**src/rtl/alu_seq.sv**
```systemverilog
// Handshaked ALU: single-cycle add/sub/logic/shift ops with registered result and flags,
// plus a shift-add unsigned multiply that holds off issue for DATA_WIDTH cycles.
module alu_seq #(
  parameter int DATA_WIDTH  = 8,
  parameter int SHAMT_WIDTH = $clog2(DATA_WIDTH)
) (
  input  logic                  clk,
  input  logic                  rst,
  input  logic                  in_valid_i,
  output logic                  in_ready_o,
  input  logic [3:0]            op_i,
  input  logic [DATA_WIDTH-1:0] a_i,
  input  logic [DATA_WIDTH-1:0] b_i,
  input  logic [3:0]            psr_i,
  output logic                  out_valid_o,
  output logic [DATA_WIDTH-1:0] result_o,
  output logic [DATA_WIDTH-1:0] result_hi_o,
  output logic [3:0]            apsr_o
);
  localparam int W = DATA_WIDTH;

  localparam logic [3:0] OP_ADD  = 4'h1, OP_SUB  = 4'h2, OP_ADDC = 4'h3, OP_SUBC = 4'h4,
                         OP_NAND = 4'h5, OP_NOR  = 4'h6, OP_XOR  = 4'h7, OP_XNOR = 4'h8,
                         OP_SHL  = 4'h9, OP_SHR  = 4'hA, OP_ASR  = 4'hB, OP_MUL  = 4'hC;

  typedef enum logic {S_IDLE, S_MUL} state_t;

  state_t                 state_q, state_d;
  logic [SHAMT_WIDTH-1:0] cnt_q, cnt_d;
  logic [W-1:0]           mcand_q, mcand_d;
  logic [2*W-1:0]         acc_q, acc_d;
  logic [W-1:0]           res_q, res_d, hi_q, hi_d;
  logic [3:0]             apsr_q, apsr_d;
  logic                   vld_q, vld_d;

  // Single-cycle datapath
  logic [SHAMT_WIDTH-1:0] shamt;
  logic                   cin, cin_add, is_sub, is_nop;
  logic [W-1:0]           bop, alu_res;
  logic [W:0]             add_ext, shl_ext, shr_ext, asr_ext;
  logic                   alu_c, alu_v;
  logic [W:0]             mul_sum;

  always_comb begin
    shamt   = b_i[SHAMT_WIDTH-1:0];
    cin     = psr_i[1];
    is_sub  = (op_i == OP_SUB) || (op_i == OP_SUBC);
    bop     = is_sub ? ~b_i : b_i;
    cin_add = (op_i == OP_ADD) ? 1'b0 : (op_i == OP_SUB) ? 1'b1 : cin;
    add_ext = {1'b0, a_i} + {1'b0, bop} + {{W{1'b0}}, cin_add};
    // Extra bit on the shifted-out side captures the last bit lost.
    shl_ext = {1'b0, a_i} << shamt;
    shr_ext = {a_i, 1'b0} >> shamt;
    asr_ext = $unsigned($signed({a_i, 1'b0}) >>> shamt);
    alu_res = a_i;
    alu_c   = cin;
    alu_v   = 1'b0;
    is_nop  = 1'b0;
    case (op_i)
      OP_ADD, OP_SUB, OP_ADDC, OP_SUBC: begin
        alu_res = add_ext[W-1:0];
        alu_c   = add_ext[W];
        alu_v   = (a_i[W-1] == bop[W-1]) && (add_ext[W-1] != a_i[W-1]);
      end
      OP_NAND: alu_res = ~(a_i & b_i);
      OP_NOR:  alu_res = ~(a_i | b_i);
      OP_XOR:  alu_res = a_i ^ b_i;
      OP_XNOR: alu_res = ~(a_i ^ b_i);
      OP_SHL: begin
        alu_res = shl_ext[W-1:0];
        alu_c   = (shamt == '0) ? cin : shl_ext[W];
      end
      OP_SHR: begin
        alu_res = shr_ext[W:1];
        alu_c   = (shamt == '0) ? cin : shr_ext[0];
      end
      OP_ASR: begin
        alu_res = asr_ext[W:1];
        alu_c   = (shamt == '0) ? cin : asr_ext[0];
      end
      default: is_nop = 1'b1;
    endcase
  end

  always_comb begin
    state_d = state_q;
    cnt_d   = cnt_q;
    mcand_d = mcand_q;
    acc_d   = acc_q;
    res_d   = res_q;
    hi_d    = hi_q;
    apsr_d  = apsr_q;
    vld_d   = 1'b0;
    mul_sum = '0;
    case (state_q)
      S_IDLE: begin
        if (in_valid_i) begin
          if (op_i == OP_MUL) begin
            mcand_d = a_i;
            acc_d   = {{W{1'b0}}, b_i};
            cnt_d   = '0;
            state_d = S_MUL;
          end else begin
            res_d  = alu_res;
            hi_d   = '0;
            apsr_d = is_nop ? psr_i : {alu_res[W-1], alu_res == '0, alu_c, alu_v};
            vld_d  = 1'b1;
          end
        end
      end
      S_MUL: begin
        // Multiplier sits in the low half and drains out as the product shifts in.
        mul_sum = {1'b0, acc_q[2*W-1:W]} + (acc_q[0] ? {1'b0, mcand_q} : '0);
        acc_d   = {mul_sum, acc_q[W-1:1]};
        cnt_d   = cnt_q + 1'b1;
        if (cnt_q == SHAMT_WIDTH'(W - 1)) begin
          res_d   = acc_d[W-1:0];
          hi_d    = acc_d[2*W-1:W];
          apsr_d  = {acc_d[W-1], acc_d[W-1:0] == '0, |acc_d[2*W-1:W], 1'b0};
          vld_d   = 1'b1;
          cnt_d   = '0;
          state_d = S_IDLE;
        end
      end
      default: state_d = S_IDLE;
    endcase
  end

  always_ff @(posedge clk or posedge rst) begin
    if (rst) begin
      state_q <= S_IDLE;
      cnt_q   <= '0;
      mcand_q <= '0;
      acc_q   <= '0;
      res_q   <= '0;
      hi_q    <= '0;
      apsr_q  <= '0;
      vld_q   <= 1'b0;
    end else begin
      state_q <= state_d;
      cnt_q   <= cnt_d;
      mcand_q <= mcand_d;
      acc_q   <= acc_d;
      res_q   <= res_d;
      hi_q    <= hi_d;
      apsr_q  <= apsr_d;
      vld_q   <= vld_d;
    end
  end

  assign in_ready_o  = (state_q == S_IDLE);
  assign out_valid_o = vld_q;
  assign result_o    = res_q;
  assign result_hi_o = hi_q;
  assign apsr_o      = apsr_q;
endmodule

```
**config.mk**
```make
export PLATFORM = sky130hd
export DESIGN_NAME = alu_seq
export DESIGN_NICKNAME = d
export VERILOG_FILES = /design/src/rtl/alu_seq.sv
export SDC_FILE = /design/constraint.sdc
export NUM_CORES = 1
export LEC_CHECK = 0
export ABC_AREA = 1
export BUFFER_PORTS_ARGS = -buffer_cell sky130_fd_sc_hd__buf_4
export CORE_MARGIN = 10
export CORE_UTILIZATION = 54
export DETAILED_ROUTE_END_ITERATION = 10
export PLACE_DENSITY = 0.78
export SYNTH_ARGS = -nofsm -noshare
export SYNTH_HDL_FRONTEND = slang
export SYNTH_SLANG_ARGS = --single-unit
```
**constraint.sdc**
```tcl
create_clock -name clk -period 2.35 [get_ports clk]
set_input_delay 0.235 -clock clk [delete_from_list [all_inputs] [get_ports clk]]
set_output_delay 0.235 -clock clk [all_outputs]
set_load 0.01 [all_outputs]
```
==> summary.txt <==
Run status
  • Status: finished with violations
  • Violated checks: setup timing

Yosys
  • Synthesized area: 4259 um^2
  • Syn_area_per_cell: 6.593 um^2
  • Async S/R FF share, synth: 100.0%
  • EDFF count, synth: 0
  • Synth area leader: dfrtp_1
  • Mapped Nets: 710
  • Yosys warnings: 0
  • Syn Inst Count: 646
  • Seq/Total Area, Yosys: 28.79%
  • Ys flop type: dfrtp_1
  • Top cells by area, synth: dfrtp_1 29%, nand2_1 19%, ha_1 10%
  • Most frequent cell after synthesis: nand2_1
  • Cell variety after synth: 38
  • Post-synth top area share: 28.79%
  • Top post-synthesis cells by count: 212 x nand2_1, 65 x inv_1, 59 x nor2_1
  • Register bit total from synthesis: 49

Critical path
  • Crit-path cells: buf_8 > inv_4 > nand2_4 > inv_2 > buf_6 > a21oi_2 > a21oi_2 > fa_2 > fa_2 > xor2_2 > nand2_1 > nand2_1 > nor2_1 > nand3_1 > nand2_1 > nand3_1 > nor2_1 > nand4_1 > a21oi_2
  • CP top delay family: simple AND/OR/NAND/NOR gates
  • Register-to-Register Path Depth: 16
  • Worst setup path category: input pin to register
  • Slowest-stage cell, CP: fa_2
  • Worst r2r dst: apsr_o[1]
  • RR Startpoint: acc_q[0]
  • Crit end category: register
  • Max incr delay on CP: 0.42 ns
  • Worst Setup SP: op_i[0]
  • Critical path peak fanout: 5
  • Critical Path RT: 2.58 ns
  • R2R Setup Slk: 0.08 ns
  • Startpoint Class: input pin
  • WP buf/inv: 4
  • Arrival time at the worst endpoint: 2.68 ns

Floorplanning
  • Die area: 11840 um^2
  • Starting density of the core: 55.40%
  • Num ports: 49
  • Die X: 108.8 um
  • Core ar.: 7687 um^2
  • Die Y: 108.8 um
  • Row count: 32

Placed design
  • Post-DP Area: 5055 um^2
  • Quantity of I/O buffers inserted on ports: 48
  • DP Cell Count: 828
  • Gpl congestion: 0.9755
  • Final HPWL DP: 11.18 mm

Hold path
  • Hold Path Stages: 3
  • Hold_sp: psr_i[2]
  • WHS Endpoint: apsr_o[2]
  • Hold Crit Class: input pin to register

STA
  • Setup TNS: -0.1215 ns
  • Min setup slack post-route: -0.09658 ns
  • Tcrit/Tclk final: 104.1%
  • Max-slew headroom: 53.94%
  • Slew Viols, Final: 0
  • Worst-Margin Slew: 0.6901 ns
  • Clock skew: 0.01257 ns
  • Hold Vio Cnt, Final: 0
  • Min Clock Period, post-route: 2.447 ns
  • Final setup viols: 2
  • Worst hold slack: 0.2634 ns
  • RSZ-0062 raised after global routing: true
  • Fmax: 0.4087 GHz

Global route
  • Vias in the first global route: 4541
  • Grt total ovfl: 0
  • Pin count of the biggest net entering global routing: 29
  • First-pass GRT wire length: 22.63 mm
  • Tot GR Track Use: 23.74%
  • Initial antenna violation count: 0

Drt
  • First-iteration detailed-routing DRC count: 293
  • Drt total wl: 14.03 mm
  • DRC Markers: 0
  • Drt first pass iters: 5
  • DR vias: 4640
  • Routed len/inst: 16.72 um
  • Vias per inst: 5.530
  • ANT nets after route: 0

Layout
  • Syn-to-layout area delta: 25.18%
  • Final net count: 800
  • Reg area: 1227 um^2
  • Multi-input combinational cell area: 2800 um^2
  • Fillers: 690
  • Fin cells: 839
  • Post-route cell area: 5331 um^2
  • Share of cells above drive strength 1: 21.71%
  • # diodes: 0

Clock network
  • Root Driver: clkbuf_8
  • TritonCTS Buffers: 5
  • Clk slew on worst S/H paths: 0.08 ns
  • Clk_lat worst skew: 0.31 ns
  • CTS tree: built
  • H-tree depth: 2
  • Clock tree buffer depth: 2
  • Clk sinks: 49

Power
  • Pwr Density: 791.8 nW/um^2
  • Leak pwr: 2.902 nW
  • Maximum vdd drop: 0.3752 mV

Job
  • Max_cap viols: 0
## layout make-up
| cell class | instances | share of cell area (%) |
|---|---|---|
| clock buffers | 6 | 1.549 |
| well taps | 102 | 2.394 |
| multi-input cells | 505 | 52.52 |
| flip-flops and latches | 49 | 23.02 |
| clock inverters | 2 | 0.7041 |
| inverters | 74 | 5.257 |
| repair buffers | 101 | 14.55 |
## sequential cells by signal, indices dropped and copies added (netlist names)
| name | count |
|---|---|
| out_valid_o | 1 |
| cnt_q | 3 |
| result_o | 8 |
| result_hi_o | 8 |
| apsr_o | 4 |
| acc_q | 16 |
| mcand_q | 8 |
| state_q | 1 |
## worst max path at each step
stage / to / slack [ns] / depth (start not counted)
3_5_place_dp: apsr_o[2] / -0.45 / 18
6_report: apsr_o[2] / -0.1 / 19
2_1_floorplan: apsr_o[2] / -0.07 / 18
3_3_place_gp: apsr_o[2] / -0.43 / 18
4_1_cts: apsr_o[2] / -0.02 / 20
5_1_grt: apsr_o[2] / -0.24 / 19
## report_power, final
group | internal, mW | switching (mW) | leakage [nW] | total, mW
sequential | 1.18 | 0.252 | 0.626 | 1.43
clock | 0.346 | 0.284 | 0.0574 | 0.631
combinational | 0.910 | 1.25 | 2.22 | 2.16
## stage by stage
stage | utilization, % | setup WS (ns) | total power [mW]
CTS | 67.61 | -0.02463 | 4.135
global route | 69.35 | -0.2448 | 4.535
global placement | 65.76 | -0.4319 | 3.404
finish | 69.35 | -0.09658 | 4.221
floorplan | - | -0.07111 | 2.617
detailed placement | 65.76 | -0.4500 | 3.473
## kinds of logic after synthesis
family,Yosys count,synth area share [%]
simple gates,363,35.96
compound gates,95,13.25
buf+inv,92,8.549
flops,49,28.79
fa+ha+maj,37,11.40
xor+xnor,10,2.056
## timing repair
| item | 4_1_cts | 5_1_grt |
|---|---|---|
| endpoints found under the hold margin | 21 | 0 |
| gates resized for setup | 5 | 27 |
| setup buffers | 0 | 2 |
| endpoints found under the setup margin | 3 | 11 |
| hold buffers | 1 | 0 |
| pin swaps | 0 | 14 |
## worst reg2reg max path, cell delays in order (launching register included)
cell,delay [ns]
dfrtp_2,0.47
nand2_1,0.09
inv_1,0.05
ha_2,0.30
a21oi_2,0.15
nand2_1,0.09
nand2_1,0.09
nand2_1,0.05
nand2_1,0.05
nand2_1,0.05
or2_2,0.28
nand2_1,0.06
nand3_1,0.09
o21ai_2,0.18
nand2_1,0.07
nand2_1,0.06
nand2_1,0.05
## metal layers
| metal | routed length, um | share of wire, % | global-route usage (%) |
|---|---|---|---|
| met5 | 0 | 0 | 0 |
| met4 | 370 | 2.6 | 8.851 |
| met3 | 798 | 5.7 | 3.068 |
| met2 | 6934 | 49 | 41.90 |
| met1 | 5928 | 42 | 28.82 |
## layout by cell type, fill, tap and decap left out, drive strengths merged, types with 5 or more instances in the layout
master / n
a31oi: 5
buf: 100
dfrtp: 49
o31ai: 5
ha: 34
nor2: 67
o211ai: 11
nand3b: 5
inv: 73
nand4: 8
nand2: 214
nand3: 58
o21ai: 31
clkbuf: 6
a21oi: 30
xor2: 10
Power figures use the tool's default switching activity.
